$ cat src/rtl/mem_readout.sv
`default_nettype none
// ============================================================================
// Module   : mem_readout
// Brief    : Reads capture RAM back newest-first after a run completes and
//            serialises each 32-bit sample into bytes for the UART transmitter.
//            Bytes are sent LSB first, byte groups can be suppressed, and the
//            transmitter can stall the stream with a ready/strobe handshake.
// Revision : 1.0 - initial release
// ============================================================================
module mem_readout #(
    parameter int ADDR_W   = 10,
    parameter int SAMPLE_W = 32
) (
    input  logic                clk_i,
    input  logic                rst_in,
    input  logic                start_i,
    input  logic [ADDR_W-1:0]   last_addr_i,
    input  logic [15:0]         read_cnt_i,
    input  logic [3:0]          grp_dis_i,
    output logic [ADDR_W-1:0]   mem_addr_o,
    output logic                mem_rd_o,
    input  logic [SAMPLE_W-1:0] mem_data_i,
    output logic [7:0]          tx_data_o,
    output logic                tx_stb_o,
    input  logic                tx_rdy_i,
    output logic                busy_o,
    output logic                done_o
);

    localparam logic [2:0] c_st_idle  = 3'd0;
    localparam logic [2:0] c_st_fetch = 3'd1;
    localparam logic [2:0] c_st_wait  = 3'd2;
    localparam logic [2:0] c_st_send  = 3'd3;
    localparam logic [2:0] c_st_next  = 3'd4;
    localparam logic [2:0] c_st_done  = 3'd5;

    // Request is held 19 bits wide: (0xFFFF+1)*4 = 0x40000 would wrap to zero
    // in 18 bits and turn the largest request into an empty one.
    localparam logic [18:0]     c_depth_req = 19'd1 << ADDR_W;
    localparam logic [ADDR_W:0] c_depth_cnt = {1'b1, {ADDR_W{1'b0}}};

    logic [2:0]          r_state;
    logic [ADDR_W-1:0]   r_addr;
    logic [ADDR_W:0]     r_remaining;
    logic [SAMPLE_W-1:0] r_shift;
    logic [1:0]          r_idx;
    logic [3:0]          r_dis;
    logic                r_mem_rd;
    logic [7:0]          r_tx_data;
    logic                r_tx_stb;
    logic                r_busy;
    logic                r_done;

    logic [18:0]         w_req;
    logic [ADDR_W:0]     w_count;
    logic [1:0]          w_nidx;
    logic                w_adv;
    logic [ADDR_W:0]     w_rem_dec;

    // Sample count for a new run, clamped to the RAM depth so no address repeats
    always_comb begin
        w_req   = ({3'b000, read_cnt_i} + 19'd1) << 2;
        w_count = c_depth_cnt;
        if (w_req <= c_depth_req) begin
            w_count = w_req[ADDR_W:0];
        end
    end

    // A byte slot finishes when it was skipped (no strobe) or was accepted
    assign w_nidx    = r_idx + 2'd1;
    assign w_adv     = ~r_tx_stb | tx_rdy_i;
    assign w_rem_dec = r_remaining - {{ADDR_W{1'b0}}, 1'b1};

    // Readout sequencer: fetch, wait for RAM data, emit bytes, step address
    always_ff @(posedge clk_i or negedge rst_in) begin
        if (!rst_in) begin
            r_state     <= c_st_idle;
            r_addr      <= '0;
            r_remaining <= '0;
            r_shift     <= '0;
            r_idx       <= '0;
            r_dis       <= '0;
            r_mem_rd    <= 1'b0;
            r_tx_data   <= '0;
            r_tx_stb    <= 1'b0;
            r_busy      <= 1'b0;
            r_done      <= 1'b0;
        end else begin
            case (r_state)
                c_st_idle: begin
                    r_done <= 1'b0;
                    if (start_i) begin
                        r_addr      <= last_addr_i;
                        r_dis       <= grp_dis_i;
                        r_remaining <= w_count;
                        r_busy      <= 1'b1;
                        r_mem_rd    <= 1'b1;
                        r_state     <= c_st_fetch;
                    end
                end
                c_st_fetch: begin
                    r_mem_rd <= 1'b0;
                    r_state  <= c_st_wait;
                end
                c_st_wait: begin
                    // Byte 0 is staged here so SEND costs one cycle per group
                    r_shift   <= mem_data_i;
                    r_idx     <= 2'd0;
                    r_tx_data <= mem_data_i[7:0];
                    r_tx_stb  <= ~r_dis[0];
                    r_state   <= c_st_send;
                end
                c_st_send: begin
                    if (w_adv) begin
                        if (r_idx == 2'd3) begin
                            r_tx_stb <= 1'b0;
                            r_state  <= c_st_next;
                        end else begin
                            r_idx     <= w_nidx;
                            r_tx_data <= r_shift[8*w_nidx +: 8];
                            r_tx_stb  <= ~r_dis[w_nidx];
                        end
                    end
                end
                c_st_next: begin
                    r_remaining <= w_rem_dec;
                    r_addr      <= r_addr - {{(ADDR_W-1){1'b0}}, 1'b1};
                    if (w_rem_dec == '0) begin
                        r_done  <= 1'b1;
                        r_busy  <= 1'b0;
                        r_state <= c_st_done;
                    end else begin
                        r_mem_rd <= 1'b1;
                        r_state  <= c_st_fetch;
                    end
                end
                c_st_done: begin
                    r_done  <= 1'b0;
                    r_state <= c_st_idle;
                end
                default: begin
                    r_mem_rd <= 1'b0;
                    r_tx_stb <= 1'b0;
                    r_busy   <= 1'b0;
                    r_done   <= 1'b0;
                    r_state  <= c_st_idle;
                end
            endcase
        end
    end

    assign mem_addr_o = r_addr;
    assign mem_rd_o   = r_mem_rd;
    assign tx_data_o  = r_tx_data;
    assign tx_stb_o   = r_tx_stb;
    assign busy_o     = r_busy;
    assign done_o     = r_done;

endmodule
`default_nettype wire

$ cat config.mk
export PLATFORM = sky130hd
export DESIGN_NAME = mem_readout
export DESIGN_NICKNAME = d
export VERILOG_FILES = /design/src/rtl/mem_readout.sv
export SDC_FILE = /design/constraint.sdc
export NUM_CORES = 1
export LEC_CHECK = 0
export ABC_AREA = 1
export BUFFER_PORTS_ARGS = -buffer_cell sky130_fd_sc_hd__buf_2
export CAP_MARGIN = 20
export CORE_UTILIZATION = 50
export CTS_BUF_LIST = sky130_fd_sc_hd__clkbuf_16
export CTS_CLUSTER_DIAMETER = 150
export DETAILED_ROUTE_END_ITERATION = 12
export GPL_TIMING_DRIVEN = 1
export PLACE_DENSITY = 0.73
export SLEW_MARGIN = 0
export SYNTH_ARGS = -nofsm -noshare
export SYNTH_HDL_FRONTEND = slang
export SYNTH_SLANG_ARGS = --single-unit
$ cat constraint.sdc
create_clock -name clk_i -period 1.4 [get_ports clk_i]
set_input_delay 0.14 -clock clk_i [delete_from_list [all_inputs] [get_ports clk_i]]
set_output_delay 0.14 -clock clk_i [all_outputs]
set_load 0.01 [all_outputs]
# Word level (Yosys, flattened, before mapping)
# Index checks and enable logic that the tools add are counted.
[op_classes] add_sub_neg=4 magnitude_cmp=2 eq_ne=12 n_shift=1 mux=28 bitwise=8 reduce_logical=16
[ops] op="32-bit by 6-bit variable part select with 8-bit output" n=1
[ops] op="11-bit 2-to-1 mux" n=2
[ops] op="11-bit case mux with 2 select lines" n=1
[ops] op="10-bit case mux with 2 select lines" n=1
[ops] op="19-bit by 11-bit less-or-equal comparator with 1-bit output, second input constant" n=1
[ops] op="16-bit by 1-bit adder with 17-bit output, second input constant" n=1
[ops] op="8-bit 2-to-1 mux" n=2
[ops] op="8-bit case mux with 2 select lines" n=1
[ops] op="3-bit case mux with 5 select lines" n=1
[ops] op="3-bit 2-to-1 mux" n=4
[ops] op="2-bit != test, second input constant" n=6
[ops] op="3-bit AND reduction" n=4
[ops] op="11-bit logical NOT" n=1
[ops] op="11-bit by 1-bit subtractor with 11-bit output, second input constant" n=1
[ops] op="10-bit 2-to-1 mux" n=1
[ops] op="10-bit by 1-bit subtractor with 10-bit output, second input constant" n=1
[ops] op="1-bit case mux with 3 select lines" n=3
[ops] op="2-bit AND reduction" n=4
[ops] op="4-bit OR reduction" n=2
[ops] op="1-bit 2-to-1 mux" n=7
[ops] op="1-bit inverter" n=7
[ops] op="3-bit by 2-bit == test with 1-bit output, second input constant" n=2
[ops] op="3-bit == test, second input constant" n=2
[ops] op="3-bit OR reduction" n=2
[ops] op="other kinds (11)" n=13
[word_totals] register_bits=74 in_bits=66 out_inout_bits=22 elab_cells=82

# Logic depth before layout (Yosys ltp)
[depth] word_depth=7 depth_mapped=13 depth_no_buf=13

# Worst setup path after synthesis
# Ideal clock, no wire load.
[synth_path] kind="reg-to-reg" start="register r_addr[0], in the netlist mem_addr_o[0]" end="register r_addr[8], in the netlist mem_addr_o[8]" setup_time_ns=0.074 arrival_time_ns=1.540 required_ns=1.326 path_slack_ns=-0.214 path_stages_with_launch=11 path_buffers=0 period_less_slack_ns=1.614 cell_sequence="dfrtp_1 inv_1 ha_1 nand2_1 nor2_1 nand3_1 nor2_1 a21oi_1 o21ai_0 o211ai_2 o21ai_2"
[synth_via] elab_chain_len=2
[synth_lines] item="start: declaration" line="43" source="logic [ADDR_W-1:0] r_addr;"
[synth_lines] item="start signal: assignment" line="93" source="r_addr <= last_addr_i;"
[synth_lines] item="start signal: assignment" line="127" source="r_addr <= r_addr - {{(ADDR_W-1){1'b0}}, 1'b1};"
[synth_lines] item="10-bit by 1-bit subtractor with 10-bit output" line="127"
[synth_lines] item="10-bit case mux with 2 select lines" line="89" source="case (r_state)"
# Every way passes these cells.
# A chain may end at the register's enable or synchronous reset.

# Worst setup path after layout
[layout_path] start="register r_remaining[1]" end="register r_busy, in the netlist busy_o"
[layout_via] elab_chain_len=4
[layout_lines] item="start: declaration" line="44" source="logic [ADDR_W:0] r_remaining;"
[layout_lines] item="start signal: assignment" line="95" source="r_remaining <= w_count;"
[layout_lines] item="start signal: assignment" line="126" source="r_remaining <= w_rem_dec;"
[layout_lines] item="11-bit by 1-bit subtractor with 11-bit output" line="72" source="assign w_rem_dec = r_remaining - {{ADDR_W{1'b0}}, 1'b1};"
[layout_lines] item="11-bit logical NOT" line="128" source="if (w_rem_dec == '0) begin"
[layout_lines] item="2-bit != test (no source line)"
[layout_lines] item="3-bit AND reduction (no source line)"
[layout_lines] item="end signal: assignment" line="86" source="r_busy <= 1'b0;"
[layout_lines] item="end signal: assignment" line="130" source="r_busy <= 1'b0;"
[layout_lines] item="end signal: assignment" line="144" source="r_busy <= 1'b0;"
[layout_lines] item="end: declaration" line="51" source="logic r_busy;"
# Every way passes these cells.

==> results.json <==
{
  "ant_nets": 0,
  "power.internal_mw": 10.1,
  "cpPeakStageDelay_ns": 0.39,
  "hold_depth": 3,
  "peakVddDrop_mv": 1.20,
  "swShare": 0.447,
  "grt_usage": 0.286,
  "clock-sinks": 74,
  "io_buffer_count": 87,
  "vias": 4928,
  "antenna_cells": 0,
  "finish.instance_area_sq_um": 6970,
  "hold_violations": 0,
  "critPathLaunchType": "flop",
  "grt-ovfl-total": 0,
  "clkPwrFrac": 0.136,
  "clk_latency_ns": 0.34,
  "setup_viol": 72,
  "drcViolationCount": 0,
  "die_y_um": 95.5,
  "yosysWarnings": 0,
  "final.period_utilization": 1.17,
  "antenna_found_initial": 0,
  "drive_above_1_share": 0.516,
  "dp_hpwl_um": 8500,
  "cts_tree": "built",
  "cp-end-kind": "flop",
  "grt_pass1_wl_um": 19800,
  "hold_path_class": "input port to flop",
  "worst-path-buf-inv": 2,
  "wire_per_inst_um": 18.1,
  "layout_commonest_cell": "nand2_1",
  "vias_per_cell": 5.65,
  "syn_area_sq_um": 4370,
  "grt_setup_unrepaired": "yes",
  "grt_max_degree": 75,
  "drt_iter0_markers": 232,
  "synth_area_per_cell_sq_um": 7.60,
  "rows": 33,
  "p_leak_nw": 3.50,
  "place.gp.congestion": 0.871,
  "cap_viol_max_count": 0,
  "path_delay_family": "simple AND/OR/NAND/NOR gates",
  "die_w_um": 95.5,
  "cp.required_ns": 1.63,
  "finalPower_mw": 18.4,
  "cp_slowest_cell": "dfrtp_1",
  "ys_types": 43,
  "status": "finished, violations left",
  "finalMaxSlewViolations": 0,
  "yosysTopAreaCellShare": 0.424,
  "violations": "setup timing",
  "numCtsBuffers": 9,
  "combPwrFrac": 0.632,
  "synth_fp_nets": 647,
  "cp_max_fo": 5,
  "layout_common_cells": "nand2_1, buf_2, dfrtp_1, buf_4",
  "core-area_sq_um": 8340,
  "p_per_area_nw_per_um2": 2640,
  "max_slew_margin": 0.731,
  "start_util": 0.524,
  "fillers": 452,
  "arrival_ns": 1.86,
  "syn_to_final_growth_pct": 59.5,
  "ff2ff_path_depth": 13,
  "dieArea_sq_um": 9120,
  "synth_top_cell_by_area": "dfrtp_1",
  "io_pins": 88,
  "worst_pin_slew_ns": 0.403,
  "path_class": "flop to flop",
  "cts_max_level": 3,
  "clockRootBuffer": "clkbuf_16",
  "setup_slack_ns": -0.237,
  "path_depth": 13,
  "crit_chain": "inv_2 -> ha_4 -> inv_2 -> o21ai_1 -> nand2_1 -> nor2_1 -> nand2_1 -> nor2_2 -> nand2_1 -> nand2_1 -> nand2_1 -> nand2_1 -> nand2_1",
  "skew_ns": 0.00744,
  "fin_nets": 834,
  "cts_buffer_depth": 2,
  "first_global_vias": 4353,
  "drtPass1Iterations": 5,
  "p_sw_mw": 8.21,
  "ys_seq_area_frac": 0.424,
  "power_frac_seq": 0.231,
  "clock.fmax_mhz": 611,
  "cp_common_cell": "nand2_1",
  "clk_pin_slew_worst_paths_ns": 0.06,
  "placed_cell_area_sq_um": 5400,
  "dp_cells": 815,
  "layout.cells.non_filler": 872,
  "synth-seq-cells": 74,
  "ys_top_cells_by_area": "dfrtp_1, nand2_1, o21ai_0",
  "fin_crit_ns": 1.64,
  "syn_inst": 575,
  "wl_um": 15800
}
==> state kept, by name, summed over array words and instances, names as in the netlist <==
signal and cells:
busy_o 1, done_o 1, mem_addr_o 10, mem_rd_o 1, r_dis 4, r_idx 2, r_remaining 11, r_shift 32
r_state 3, tx_data_o 8, tx_stb_o 1
==> Yosys cell counts, drive strengths merged <==
master / number
o31ai: 1
nand3: 22
nand2: 185
inv: 56
nor4: 1
nor3: 4
o21bai: 1
nand4: 10
o211ai: 3
ha: 6
clkbuf: 6
xnor2: 3
buf: 13
clkinv: 1
a21oi: 27
o221ai: 2
dfrtp: 74
o21ai: 58
a22oi: 5
xor2: 9
or2: 1
nor2: 73
o22ai: 12
nand3b: 2
==> power groups by stage <==
stage               Clock [mW]  Sequential (mW)  Combinational, mW
floorplan                    0             3.88               4.25
global placement             0             3.79               6.93
detailed placement           0             3.83               7.11
CTS                       2.47             3.86               7.99
global route              2.59             4.30               12.3
finish                    2.50             4.25               11.6
==> cell type report <==
class | count | area (sq um) | share of cell area
multi-input cells | 425 | 2800 | 0.402
flip-flops and latches | 74 | 1860 | 0.267
repair buffers | 193 | 1590 | 0.228
inverters | 57 | 251 | 0.0361
clock buffers | 9 | 225 | 0.0323
well taps | 105 | 131 | 0.0189
clock inverters | 7 | 86.3 | 0.0124
repair inverters | 2 | 25.0 | 0.00359
==> repair_timing <==
item,in CTS,in global routing
hold buffers,2,0
pin swaps,23,47
gates cloned,0,13
hold endpoints to repair,75,0
buffers inserted,10,17
setup endpoints to repair,32,69
gates resized for setup,54,194
==> worst min-delay path: cells and delay by family <==
| kind | cells | cell delay [ns] |
|---|---|---|
| simple gates | 2 | 0.09 |
| buf+inv | 1 | 0.07 |
==> path summary, 6_finish.rpt <==
kind / end / from / slack, ns
max: busy_o$_DFFE_PN0P_ / r_remaining[1]$_DFFE_PN0P_ / -0.24
min: r_shift[9]$_DFFE_PN0P_ / mem_data_i[9] / 0.001
max reg2reg: busy_o$_DFFE_PN0P_ / r_remaining[1]$_DFFE_PN0P_ / -0.24
min reg2reg: tx_data_o[7]$_DFFE_PN0P_ / tx_data_o[7]$_DFFE_PN0P_ / 0.49
max in group asynchronous: r_remaining[3]$_DFFE_PN0P_ / rst_in / 0.70
min in group asynchronous: r_shift[1]$_DFFE_PN0P_ / rst_in / 0.37
==> per-stage QoR <==
stage	util	hold slack [ns]	setup WS [ns]	setup TNS, ns
finish	0.835	0.00145	-0.237	-6.61
global route	0.835	0.00810	-0.377	-11.30
CTS	0.718	0.00175	-0.140	-0.700
detailed placement	0.648	0.208	-0.232	-2.81
global placement	0.648	0.204	-0.175	-1.36
floorplan	-	-0.156	-0.0962	-0.426
==> routing by layer <==
layer	vias to the layer above	wire, um	track usage
met5	-	0	0
met4	0	673	0.0821
met1	2411	5910	0.340
met3	66	993	0.0630
li1	2235	-	-
met2	216	8200	0.514
==> logic make-up after synthesis <==
logic type / after synthesis / share of synthesized area
flops: 74 / 0.424
xor+xnor: 12 / 0.0241
buf+inv: 76 / 0.0767
fa+ha+maj: 6 / 0.0172
compound gates: 109 / 0.148
simple gates: 298 / 0.310
Power figures use the tool's default switching activity.
